$ cat src/rtl/im_loader_if.sv
// rtl/im_loader_if.sv - byte stream input and instruction-memory write port of im_loader
interface im_loader_if #(
  parameter int ADDR_WIDTH = 7
) ();
  logic                  in_valid;
  logic [7:0]            in_data;
  logic                  in_ready;
  logic                  im_we;
  logic [ADDR_WIDTH-1:0] im_addr;
  logic [31:0]           im_wdata;

  // loader side
  modport master (
    input  in_valid,
    input  in_data,
    output in_ready,
    output im_we,
    output im_addr,
    output im_wdata
  );

  // stream source / instruction-memory side
  modport slave (
    output in_valid,
    output in_data,
    input  in_ready,
    input  im_we,
    input  im_addr,
    input  im_wdata
  );
endinterface

$ cat src/rtl/im_loader.sv
// rtl/im_loader.sv - instruction-memory loader: byte stream to 32-bit words, holds CPU in reset while loading
module im_loader #(
  parameter int ADDR_WIDTH = 7
) (
  input  logic                clk,
  input  logic                rstn,
  input  logic                start,
  input  logic [ADDR_WIDTH:0] load_len,
  input  logic                abort,
  im_loader_if.master         bus,
  output logic                busy,
  output logic                done,
  output logic                cpu_rstn
);

  typedef enum logic [1:0] {
    IDLE  = 2'd0,
    RECV  = 2'd1,
    WRITE = 2'd2,
    DONE  = 2'd3
  } state_t;

  // Largest legal length: the whole memory, so the address never wraps.
  localparam logic [ADDR_WIDTH:0]   CAPACITY = {1'b1, {ADDR_WIDTH{1'b0}}};
  localparam logic [ADDR_WIDTH:0]   LEN_ONE  = {{ADDR_WIDTH{1'b0}}, 1'b1};
  localparam logic [ADDR_WIDTH-1:0] IDX_ONE  = {{(ADDR_WIDTH-1){1'b0}}, 1'b1};

  state_t                state;
  state_t                next_state;
  logic [ADDR_WIDTH:0]   len_q;
  logic [ADDR_WIDTH-1:0] idx_q;
  logic [1:0]            cnt_q;
  logic [31:0]           word_q;
  logic                  in_ready_c;
  logic                  im_we_c;
  logic                  done_c;
  logic                  last_word;
  logic                  load_go;
  logic [ADDR_WIDTH:0]   len_clamped;

  assign last_word   = (({1'b0, idx_q} + LEN_ONE) == len_q);
  assign load_go     = start && (load_len != '0);
  assign len_clamped = (load_len > CAPACITY) ? CAPACITY : load_len;

  // State register
  always_ff @(posedge clk or negedge rstn) begin
    if (!rstn) begin
      state <= IDLE;
    end else begin
      state <= next_state;
    end
  end

  // Next-state decode and state-decoded strobes; abort wins over any byte or write progress
  always_comb begin
    next_state = state;
    in_ready_c = 1'b0;
    im_we_c    = 1'b0;
    done_c     = 1'b0;
    case (state)
      IDLE: begin
        if (start) begin
          next_state = (load_len != '0) ? RECV : DONE;
        end
      end
      RECV: begin
        in_ready_c = 1'b1;
        if (abort) begin
          next_state = IDLE;
        end else if (bus.in_valid && (cnt_q == 2'd3)) begin
          next_state = WRITE;
        end
      end
      WRITE: begin
        im_we_c = 1'b1;
        if (abort) begin
          next_state = IDLE;
        end else if (last_word) begin
          next_state = DONE;
        end else begin
          next_state = RECV;
        end
      end
      DONE: begin
        done_c     = 1'b1;
        next_state = IDLE;
      end
      default: begin
        next_state = IDLE;
      end
    endcase
  end

  // Datapath: length latch, word assembly, word index, busy and CPU reset control
  always_ff @(posedge clk or negedge rstn) begin
    if (!rstn) begin
      len_q    <= '0;
      idx_q    <= '0;
      cnt_q    <= 2'd0;
      word_q   <= 32'd0;
      busy     <= 1'b0;
      cpu_rstn <= 1'b0;
    end else begin
      case (state)
        IDLE: begin
          if (load_go) begin
            len_q    <= len_clamped;
            idx_q    <= '0;
            cnt_q    <= 2'd0;
            busy     <= 1'b1;
            cpu_rstn <= 1'b0;
          end
        end
        RECV: begin
          if (abort) begin
            cnt_q <= 2'd0;
            busy  <= 1'b0;
          end else if (bus.in_valid) begin
            word_q <= {word_q[23:0], bus.in_data};
            cnt_q  <= cnt_q + 2'd1;
          end
        end
        WRITE: begin
          if (abort) begin
            cnt_q <= 2'd0;
            busy  <= 1'b0;
          end else if (!last_word) begin
            idx_q <= idx_q + IDX_ONE;
          end
        end
        DONE: begin
          busy     <= 1'b0;
          cpu_rstn <= 1'b1;
        end
        default: begin
          busy <= 1'b0;
        end
      endcase
    end
  end

  assign bus.in_ready = in_ready_c;
  assign bus.im_we    = im_we_c;
  assign bus.im_addr  = idx_q;
  assign bus.im_wdata = word_q;
  assign done         = done_c;

endmodule

$ cat src/flat_wrapper.sv
// flat-port wrapper written by rule: the top's interface ports become plain ports
module im_loader_flat 
#(
  parameter int ADDR_WIDTH = 7
)
  (clk, rstn, start, load_len, abort, busy, done, cpu_rstn, bus_in_valid, bus_in_data, bus_in_ready, bus_im_we, bus_im_addr, bus_im_wdata);
  im_loader_if #(.ADDR_WIDTH(ADDR_WIDTH)) bus_i ();
  input  logic clk;
  input  logic rstn;
  input  logic start;
  input  logic [ADDR_WIDTH:0] load_len;
  input  logic abort;
  output logic busy;
  output logic done;
  output logic cpu_rstn;
  input wire logic [$bits(bus_i.in_valid)-1:0] bus_in_valid;
  input wire logic [$bits(bus_i.in_data)-1:0] bus_in_data;
  output wire logic [$bits(bus_i.in_ready)-1:0] bus_in_ready;
  output wire logic [$bits(bus_i.im_we)-1:0] bus_im_we;
  output wire logic [$bits(bus_i.im_addr)-1:0] bus_im_addr;
  output wire logic [$bits(bus_i.im_wdata)-1:0] bus_im_wdata;
  assign bus_i.in_valid = bus_in_valid;
  assign bus_i.in_data = bus_in_data;
  assign bus_in_ready = bus_i.in_ready;
  assign bus_im_we = bus_i.im_we;
  assign bus_im_addr = bus_i.im_addr;
  assign bus_im_wdata = bus_i.im_wdata;
  im_loader #(.ADDR_WIDTH(ADDR_WIDTH)) u_core (.clk(clk), .rstn(rstn), .start(start), .load_len(load_len), .abort(abort), .bus(bus_i), .busy(busy), .done(done), .cpu_rstn(cpu_rstn));
endmodule
$ cat config.mk
export PLATFORM = sky130hd
export DESIGN_NAME = im_loader_flat
export DESIGN_NICKNAME = d
export VERILOG_FILES = /design/src/rtl/im_loader_if.sv /design/src/rtl/im_loader.sv /design/src/flat_wrapper.sv
export SDC_FILE = /design/constraint.sdc
export NUM_CORES = 1
export LEC_CHECK = 0
export CAP_MARGIN = 20
export CELL_PAD_IN_SITES_DETAIL_PLACEMENT = 0
export CELL_PAD_IN_SITES_GLOBAL_PLACEMENT = 1
export CORE_ASPECT_RATIO = 0.75
export CORE_UTILIZATION = 42
export DETAILED_ROUTE_END_ITERATION = 8
export PLACE_DENSITY = 0.93
export SLEW_MARGIN = 20
export SYNTH_ARGS = -nofsm -noshare
export SYNTH_HDL_FRONTEND = slang
export SYNTH_SLANG_ARGS = --single-unit
$ cat constraint.sdc
create_clock -name clk -period 4.9 [get_ports clk]
set_input_delay 0.49 -clock clk [delete_from_list [all_inputs] [get_ports clk]]
set_output_delay 0.49 -clock clk [all_outputs]
set_load 0.005 [all_outputs]
==> flow_summary_export.csv <==
group,metric,value,unit
worst_setup_path,path_cells,"ha_1 > a21o_1 > a21oi_2 > or3b_1 > o2111ai_2 > a31oi_1 > a211o_1",
worst_setup_path,path_max_fanout,12,
power_and_ir_drop,irDropWorstVdd,0.322,mV
run_status,status,"finished, final reports clean",
detailed_routing,drtIter0Drc,76,
worst_setup_path,cp-end-kind,"register",
synthesis,synth_nets,269,
run,cap_violations,0,
sta,tightest_slew,0.664,ns
clock_tree,clockRootBuffer,"clkbuf_8",
detailed_routing,vias,2012,
layout,layout.nets,330,
power_and_ir_drop,p_leak,1.46,nW
global_route,grtUsageTotal,18.5,%
layout,final_common_cell,"clkdlybuf4s50_1",
worst_setup_path,critPathSlowestCell,"dfrtp_1",
detailed_routing,drt-pass1-iter-count,4,
sta,slew_headroom,55.7,%
synthesis,synth-seq-cells,53,
synthesis,synth_edf_count,0,
worst_setup_path,criticalPathCategory,"reg2reg",
die,start_util,45.1,%
layout,antennaDiodeCount,0,
clock_tree,insertion_delay,0.30,ns
detailed_routing,routedWlPerCell,15.7,um
global_route,antenna_found_initial,0,
global_route,grt_pass1_wl,9.74,mm
synthesis,yosysWarnings,0,
power_and_ir_drop,intPower,1.27,mW
worst_setup_path,cp-start-kind,"register",
global_route,grt_overflow,0,
die,io-pin-count,65,
detailed_routing,ant_nets,0,
synthesis,syn_area,2710,um^2
synthesis,synthFlopType,"dfrtp_1",
power_and_ir_drop,power_frac_comb,45.2,%
clock_tree,post_cts_buffers,0,
power_and_ir_drop,switching_power,0.655,mW
worst_setup_path,cp.required,5.09,ns
clock_tree,cts_tree,"yes",
layout,area_delta_synth_final,27.1,%
sta,drv_slew,0,
sta,holdWs,0.297,ns
detailed_routing,wirelength,5.96,mm
die,core.rowCount,24,
synthesis,syn_avg_cell_area,11.3,um^2
detailed_routing,vias_per_cell,5.28,
worst_setup_path,arrival,2.77,ns
power_and_ir_drop,netSwitchingFraction,34.0,%
sta,setup-tns-final,0,ns
place,dp_hpwl,4.29,mm
clock_tree,cts_made_buffers,5,
sta,fin_crit,2.58,ns
synthesis,async_flop_share,100,%
worst_setup_path,cpLargestDelayFamily,"compound AO/OA/AOI/OAI gates",
sta,rsz0062_at_grt,"no",
power_and_ir_drop,clkPwrFrac,13.1,%
worst_setup_path,critPathBufInv,0,
global_route,first_global_vias,1941,
layout,final_cell_mix,"clkdlybuf4s50_1, dfrtp_1, mux2_2, nand2_1, o21ai_0",
clock_tree,post_cts_resized,0,
clock_tree,clk_pin_slew,0.10,ns
place,portBuffers,64,
die,die_area,6780,um^2
sta,min_period_over_period,52.6,%
synthesis,synthCells,241,
clock_tree,h-tree-depth,2,
place,place_congestion,0.834,
layout,layout-drive-gt1-share,20.5,%
sta,finClkSkew,0.00443,ns
power_and_ir_drop,power_density,559,nW/um^2
power_and_ir_drop,seq_power_share,41.7,%
die,coreArea,6010,um^2
die,die_h,71.6,um
detailed_routing,drc,0,
clock_tree,cts_max_path_buffers,2,
sta,fmax,388,MHz
synthesis,ys_types,52,
global_route,grt_max_degree,54,
min_path,min_path_type,"in2async",
die,die_w,94.8,um
synthesis,ys_seq_area_share,48.9,%
sta,setup_viol,0,
clock_tree,clkSinkCount,53,
clock_tree,hold_buffers,0,
sta,hold_viol_final,0,
worst_setup_path,critical_path.max_stage_delay,0.59,ns
-- registers in the layout, summed over array words and instances (netlist names) --
signal               flops
u_core.bus.im_addr       7
u_core.bus.im_wdata     32
u_core.busy              1
u_core.cnt_q             2
u_core.cpu_rstn          1
u_core.len_q             8
u_core.state             2
-- cell usage after synthesis (3+ instances only) --
cell type   n  area, um^2
dfrtp_1    53        1330
mux2_2     35         394
nand2_1    26        97.6
o21ai_0    17        85.1
nand2b_1   12        75.1
nor2_1      8        30.0
ha_1        7        87.6
a21oi_1     6        30.0
inv_1       5        18.8
nand3_1     5        25.0
nor3_1      4        20.0
o211ai_1    4        30.0
and3_2      3        22.5
buf_1       3        11.3
buf_6       3        33.8
clkbuf_8    3        41.3
nand4_1     3        18.8
nor2b_1     3        18.8
xnor2_1     3        26.3
xor2_1      3        26.3
-- layout make-up --
| class | count | area [um^2] |
|---|---|---|
| Clock buffer | 5 | 68.8 |
| Clock inverter | 3 | 21.3 |
| Fill cell | 533 | 2560 |
| Inverter | 5 | 18.8 |
| Multi-Input combinational cell | 171 | 1260 |
| Sequential cell | 53 | 1330 |
| Tap cell | 78 | 97.6 |
| Timing Repair Buffer | 66 | 651 |
-- worst reg2reg max path, delay by kind of cell (launching register included) --
family / cells / cell delay (ns)
compound gates: 5 / 1.06
flops: 1 / 0.59
fa+ha+maj: 1 / 0.43
simple gates: 1 / 0.39
-- path summary, 6_finish.rpt --
check                                           to  cells past startpoint               startpoint  slack [ns]
setup / recovery             u_core.bus.im_addr[3]                      7    u_core.bus.im_addr[0]        2.32
hold / removal               u_core.bus.im_addr[2]                      2                     rstn        0.30
setup reg to reg             u_core.bus.im_addr[3]                      7    u_core.bus.im_addr[0]        2.32
hold reg to reg            u_core.bus.im_wdata[24]                      1  u_core.bus.im_wdata[24]        0.51
max in group asynchronous   u_core.bus.im_wdata[4]                      2                     rstn        4.17
min in group clk           u_core.bus.im_wdata[24]                      1  u_core.bus.im_wdata[24]        0.51
-- logic make-up (layout without fill, tap and decap cells) --
kind of cell    Yosys count  after routing  synth area share, %
simple gates             80             80                 16.2
compound gates           43             43                 10.7
xor+xnor                  6              6                 1.94
flops                    53             53                 48.9
fa+ha+maj                 7              7                 3.23
buf+inv                  17             79                 4.48
mux                      35             35                 14.5
-- power by group through the flow --
stage | combinational [mW] | clock, mW | sequential [mW]
after CTS | 0.882 | 0.261 | 0.803
after global placement | 0.861 | 0 | 0.795
after floorplan | 0.471 | 0 | 0.773
final | 0.871 | 0.252 | 0.803
after detailed placement | 0.877 | 0 | 0.811
after global routing | 0.949 | 0.278 | 0.836
-- through the flow --
step                utilization, %  power, mW  setup slack [ns]  std cells  area (um^2)
CTS                           57.4       1.95              2.35        381         3450
global route                  57.4       2.06              2.15        381         3450
global placement              55.9       1.66              2.44        373         3360
detailed placement            55.9       1.69              2.39        373         3360
floorplan                        -       1.24              2.89        241         2710
finish                        57.4       1.93              2.32        381         3450
-- metal layers --
metal,track usage [%],wire [um]
met5,0,0
met4,3.54,45
met3,3.72,305
met2,28.3,2770
met1,27.3,2840
No activity file was read; power rests on OpenSTA's default activity.
